### src/rtl/start_sequencer_pkg.sv
// Shared types and default parameters for the start sequencer that feeds the up/down sweep counter.
package start_sequencer_pkg;

    localparam int DEF_PEND_W         = 4;
    localparam int DEF_MAX_PEND       = 15;
    localparam int DEF_GAP_CYCLES     = 2;
    localparam int DEF_TIMEOUT_CYCLES = 8;

    typedef enum logic [2:0] {
        s_IDLE      = 3'd0,
        s_ISSUE     = 3'd1,
        s_WAIT_BUSY = 3'd2,
        s_WAIT_DONE = 3'd3,
        s_GAP       = 3'd4
    } seq_state_t;

    // The timer has to hold GAP_CYCLES-1 and TIMEOUT_CYCLES-1; it is never narrower than one bit.
    function automatic int timer_width(input int gap_cycles, input int timeout_cycles);
        int span;
        span = (gap_cycles > timeout_cycles) ? gap_cycles : timeout_cycles;
        return (span < 2) ? 1 : $clog2(span);
    endfunction

endpackage

### src/rtl/start_sequencer_cycle_timer.sv
// Loadable up/down cycle timer with a zero flag, shared by the gap and start-timeout paths.
module start_sequencer_cycle_timer #(
    parameter int W = 3
) (
    input  logic         in_clock,
    input  logic         in_reset,
    input  logic         load,
    input  logic [W-1:0] load_value,
    input  logic         count_up,
    input  logic         count_down,
    output logic [W-1:0] value,
    output logic         zero
);

    // NOTE: clocked state is written with <= so every flop samples pre-edge values.
    always_ff @(posedge in_clock) begin
        if (in_reset) begin
            value <= '0;
        end else if (load) begin
            value <= load_value;
        end else if (count_up) begin
            value <= value + 1'b1;
        end else if (count_down) begin
            value <= value - 1'b1;
        end
    end

    assign zero = (value == '0);

endmodule

### src/rtl/start_sequencer.sv
// Queues start requests and issues them to the sweep counter one sweep at a time with a gap between.
// Optional feature: define START_TIMEOUT_EN to abandon a start whose ready never falls.
module start_sequencer
    import start_sequencer_pkg::*;
#(
    parameter int PEND_W         = DEF_PEND_W,
    parameter int MAX_PEND       = DEF_MAX_PEND,
    parameter int GAP_CYCLES     = DEF_GAP_CYCLES,
    parameter int TIMEOUT_CYCLES = DEF_TIMEOUT_CYCLES
) (
    input  logic              in_clock,
    input  logic              in_reset,
    input  logic              in_req,
    input  logic              in_count_ready,
    output logic              out_start,
    output logic [PEND_W-1:0] out_pending,
    output logic              out_busy,
    output logic              out_overflow,
    output logic              out_timeout
);

    localparam int                TIMER_W    = timer_width(GAP_CYCLES, TIMEOUT_CYCLES);
    localparam logic [TIMER_W-1:0] GAP_LOAD  = (GAP_CYCLES > 0) ? TIMER_W'(GAP_CYCLES - 1) : '0;
    localparam logic [PEND_W-1:0]  PEND_LIMIT = PEND_W'(MAX_PEND);

    seq_state_t        state;
    logic [PEND_W-1:0] pending;
    logic              issue;
    logic              req_accept;

    logic               timer_load;
    logic [TIMER_W-1:0] timer_load_value;
    logic               timer_up;
    logic               timer_down;
    logic [TIMER_W-1:0] timer_value;
    logic               timer_zero;

`ifdef START_TIMEOUT_EN
    localparam logic [TIMER_W-1:0] TIMEOUT_LAST = TIMER_W'(TIMEOUT_CYCLES - 1);
    logic timeout_q;
    logic timeout_hit;

    assign timeout_hit = (timer_value == TIMEOUT_LAST);
    assign out_timeout = timeout_q;
`else
    logic unused_timer_value;

    assign unused_timer_value = ^timer_value;
    assign out_timeout        = 1'b0;
`endif

    // A full queue still accepts a request on the same edge that an issue frees a slot.
    always_comb begin
        issue      = (state == s_IDLE) && (pending != '0) && in_count_ready;
        req_accept = in_req && ((pending != PEND_LIMIT) || issue);
    end

    // NOTE: every always_comb output gets a default first so no path leaves a latch behind.
    always_comb begin
        timer_load       = 1'b0;
        timer_load_value = '0;
        timer_up         = 1'b0;
        timer_down       = 1'b0;
        unique case (state)
            s_ISSUE: begin
                timer_load = 1'b1;
            end
            s_WAIT_BUSY: begin
`ifdef START_TIMEOUT_EN
                timer_up = in_count_ready && !timeout_hit;
`endif
            end
            s_WAIT_DONE: begin
                timer_load       = in_count_ready && (GAP_CYCLES > 0);
                timer_load_value = GAP_LOAD;
            end
            s_GAP: begin
                timer_down = !timer_zero;
            end
            default: begin
            end
        endcase
    end

    start_sequencer_cycle_timer #(
        .W (TIMER_W)
    ) u_timer (
        .in_clock   (in_clock),
        .in_reset   (in_reset),
        .load       (timer_load),
        .load_value (timer_load_value),
        .count_up   (timer_up),
        .count_down (timer_down),
        .value      (timer_value),
        .zero       (timer_zero)
    );

    always_ff @(posedge in_clock) begin
        if (in_reset) begin
            state        <= s_IDLE;
            pending      <= '0;
            out_start    <= 1'b0;
            out_overflow <= 1'b0;
`ifdef START_TIMEOUT_EN
            timeout_q    <= 1'b0;
`endif
        end else begin
            if (req_accept && !issue) begin
                pending <= pending + 1'b1;
            end else if (issue && !req_accept) begin
                pending <= pending - 1'b1;
            end

            if (in_req && !req_accept) begin
                out_overflow <= 1'b1;
            end

            out_start <= 1'b0;
            unique case (state)
                s_IDLE: begin
                    if (issue) begin
                        state     <= s_ISSUE;
                        out_start <= 1'b1;
                    end
                end
                s_ISSUE: begin
                    state <= s_WAIT_BUSY;
                end
                s_WAIT_BUSY: begin
                    if (!in_count_ready) begin
                        state <= s_WAIT_DONE;
                    end
`ifdef START_TIMEOUT_EN
                    // The issued request is consumed; it is not put back in the queue.
                    else if (timeout_hit) begin
                        timeout_q <= 1'b1;
                        state     <= s_IDLE;
                    end
`endif
                end
                s_WAIT_DONE: begin
                    if (in_count_ready) begin
                        state <= (GAP_CYCLES == 0) ? s_IDLE : s_GAP;
                    end
                end
                s_GAP: begin
                    if (timer_zero) begin
                        state <= s_IDLE;
                    end
                end
                default: begin
                    state <= s_IDLE;
                end
            endcase
        end
    end

    assign out_pending = pending;
    assign out_busy    = (state != s_IDLE);

endmodule

### config.mk
export PLATFORM = sky130hd
export DESIGN_NAME = start_sequencer
export DESIGN_NICKNAME = d
export VERILOG_FILES = /design/src/rtl/start_sequencer_pkg.sv /design/src/rtl/start_sequencer_cycle_timer.sv /design/src/rtl/start_sequencer.sv
export SDC_FILE = /design/constraint.sdc
export NUM_CORES = 1
export LEC_CHECK = 0
export ABC_CLOCK_PERIOD_IN_PS = 3200
export CELL_PAD_IN_SITES_DETAIL_PLACEMENT = 1
export CELL_PAD_IN_SITES_GLOBAL_PLACEMENT = 1
export CORE_UTILIZATION = 39
export CTS_BUF_LIST = sky130_fd_sc_hd__clkbuf_4
export DETAILED_ROUTE_END_ITERATION = 16
export GPL_TIMING_DRIVEN = 0
export PLACE_DENSITY_LB_ADDON = 0.1
export SETUP_SLACK_MARGIN = 0.3
export SLEW_MARGIN = 25
export SYNTH_ARGS = -nofsm -noshare
export SYNTH_HDL_FRONTEND = slang
export SYNTH_SLANG_ARGS = --single-unit
### constraint.sdc
create_clock -name in_clock -period 3.2 [get_ports in_clock]
set_clock_uncertainty 0.2 [all_clocks]
set_input_delay 0.64 -clock in_clock [delete_from_list [all_inputs] [get_ports in_clock]]
set_output_delay 0.64 -clock in_clock [all_outputs]
set_load 0.01 [all_outputs]
==> summary.txt <==
Timing
  • Final max-slew violation count: 0
  • RSZ-0062 raised after global routing: false
  • Final Cycle Share: ~85%
  • Worst-margin pin slew: around 520 ps
  • Final setup vio count: 0
  • Max Freq: 0.367 GHz
  • Hold slack final: about 300 ps
  • Final hold violation count: 0
  • Fin crit period: 2730 ps
  • Max_slew headroom: 65.2%
  • PnR worst setup slack: 472 ps

Routing
  • Per-cell routed wire length: between 10 and 15 µm
  • Drt first pass iters: 4
  • Iteration-0 DRC Markers: 6
  • Drt drc: 0
  • Routed vias/inst: about 5.3
  • Vias: ~550
  • Post-route ant nets: 0
  • Drt total wl: about 1300 µm

CTS
  • Maximum root-to-sink buffer count: 2
  • Skew-Pair Late Insertion Delay: between 200 and 300 ps
  • Clk slew on worst S/H paths: roughly 80 ps
  • Clock Sink Count: 12
  • Number of buffers created by CTS: 3
  • CTS tree: built
  • H-tree depth: 1
  • Root Buffer: clkbuf_4

Global routing
  • Routing usage on met1: about a fifth
  • GRT Residual Overflow: 0
  • Largest net degree at the start of global routing: 11
  • Vias in the first global route: around 530
  • Gr busiest metal: met2
  • GR Util met3: around 4.3%
  • Initial antenna violation count: 0
  • Total track usage: between 10% and 20%
  • Met2 usage: 28.2%
  • First-pass GRT wire length: between 2000 and 2500 µm

Status
  • Run status: finished clean

Layout
  • Layout Nets: 98
  • Most common cell after layout, fill and taps aside: nor2_1
  • Share of layout cells above drive strength 1: around 13%
  • Synthesis-to-finish area growth: 26.2%
  • Most frequent cells in the layout: nor2_1, dfxtp_1, clkdlybuf4s50_1
  • Fill cell count: approximately 180
  • Diodes inserted: 0

Critical path
  • FF-to-FF Start: out_pending[0]
  • Worst Setup End Kind: flip-flop
  • Worst Path Required: about 3200 ps
  • CP Class: flip-flop to flip-flop
  • CP delay by family, top: compound AO/OA/AOI/OAI gates
  • CP bufs+invs: 1
  • Crit Path Max Fanout: 6
  • Worst Setup SP: out_pending[0]
  • Slowest CP cell: o41a_1
  • Critical path cell sequence: o41a_1 > a21oi_1 > nor2b_1 > ha_1 > inv_2 > ha_4 > a21oi_2 > a211oi_1 > a31oi_1 > mux2_2
  • CP startpoint kind: flip-flop
  • Worst Path Arrival: about 2700 ps
  • Largest stage delay on the critical path: approximately 480 ps

Place
  • Hpwl dp: about 970 µm
  • PortBufs: 10
  • RePlAce Congestion: between 0.7 and 0.8
  • Place WS: -174 ps

Logic synthesis
  • Leading area contributor after synthesis: dfxtp_1
  • Ys Warns: 0
  • Top post-synthesis cells by area: dfxtp_1, ha_1, nor2_1
  • Post-Syn Nets: 82
  • Share of the synthesized area in the top cell type: approximately 37%
  • Synth Register Bits: 12
  • Post-Synthesis Cells: 72
  • Netlist Area Pre-Place: roughly 640 µm²
  • Unique masters post-synth: 26
  • Post-synthesis sequential area ratio: a little under two fifths
  • Syn avg cell area: 8.95 µm²

Pwr
  • Maximum VDD drop: just under 0.4 mV
  • Pleak: roughly 0.31 nW
  • Power per Cell Area: 729 nW/µm²

Floorplanning
  • Initial Utilization: a little over two fifths
  • DIE AREA: between 1500 and 2000 µm²
  • Row cnt: 14
  • Die X: 42.6 µm
  • Die height: approximately 43 µm
  • Core area: 1520 µm²
  • IO Count: 12

Run
  • Max capacitance violation total: 0

Min path
  • Worst hold path type: flip-flop to flip-flop
  • Min-delay src: u_timer.value[2]
per-layer routing:
metal | up-vias | wire, µm
met2 | 12 | 595
li1 | 275 | -
met1 | 256 | 610
met5 | - | 0
met4 | 0 | 10
met3 | 2 | 64
final timing paths:
kind                                          to  slack [ps]  cells past startpoint
worst min register to register  u_timer.value[2]         310                      2
worst max register to register    out_pending[3]         470                     10
worst max-delay path              out_pending[3]         470                     10
worst min-delay path            u_timer.value[2]         310                      2
worst register-to-register path: stages, from the launching register on:
cell and delay [ps]:
dfxtp_1 390, o41a_1 480, a21oi_1 200, nor2b_1 70, ha_1 210, inv_2 110, ha_4 220, a21oi_2 150
a211oi_1 80, a31oi_1 170, mux2_2 340
power breakdown:
part	leakage (nW)	internal, W	switching, W
clock	0.0154	0.0000449	0.0000489
sequential	0.0981	0.000180	0.0000458
combinational	0.195	0.000148	0.000126
timing repair:
action                                 in CTS  in global routing
hold buffers                                0                  0
endpoints found under the hold margin       0                  0
resized for setup                           3                  1
setup buffers                               1                  0
setup endpoints to repair                   1                  1
state kept, by name (all words and copies together), names as in the netlist:
name and flops:
out_pending 4, state 3, u_timer.value 3, out_overflow 1
out_start 1
stage by stage:
stage / utilization [%] / total power (W) / cell area (µm²) / instances / TNS, ps
global placement: 50.2 / 0.000476 / 764 / 98 / -139
finish: 53.4 / 0.000593 / 813 / 103 / 0
detailed placement: 50.2 / 0.000481 / 764 / 98 / -174
CTS: 53.4 / 0.000601 / 813 / 103 / 0
global route: 53.4 / 0.000649 / 813 / 103 / 0
floorplan: - / 0.000391 / 644 / 72 / 0
synth_stat cells:
| library cell | number |
|---|---|
| nand2_1 | 3 |
| fa_1 | 1 |
| nor4b_4 | 1 |
| mux2i_1 | 1 |
| nand4_1 | 1 |
| nand2b_1 | 1 |
| xnor2_1 | 2 |
| nor2b_1 | 3 |
| xor2_1 | 1 |
| ha_1 | 5 |
| dfxtp_1 | 12 |
| nor3_1 | 1 |
| nor4b_1 | 1 |
| o41a_1 | 1 |
| mux2_2 | 1 |
| nor2_1 | 14 |
| a211oi_1 | 4 |
| a21oi_1 | 4 |
| buf_4 | 1 |
| a31oi_1 | 1 |
| nand3_1 | 2 |
| inv_1 | 6 |
| a21o_1 | 1 |
| clkbuf_1 | 2 |
| a221oi_2 | 1 |
| conb_1 | 1 |
cell families (layout without fill, tap and decap cells):
| family | after synthesis | after routing | share of synthesized area, % |
|---|---|---|---|
| compound gates | 12 | 12 | 14.0 |
| xor+xnor | 3 | 3 | 4.08 |
| fa+ha+maj | 6 | 6 | 12.8 |
| buf+inv | 9 | 24 | 5.83 |
| flops | 12 | 12 | 37.3 |
| mux | 2 | 2 | 3.30 |
| other cells | 1 | 1 | 0.582 |
| simple gates | 27 | 27 | 22.1 |
layout make-up:
class,instances,area (µm²),area share [%]
multi-input cells,51,383,47.1
flip-flops and latches,12,240,29.5
repair buffers,11,106,13.1
clock buffers,3,22.5,2.77
inverters,6,22.5,2.77
well taps,16,20.0,2.46
plain buffers,3,15.0,1.85
clock inverters,1,3.75,0.462
(Power assumes the default switching activity.)
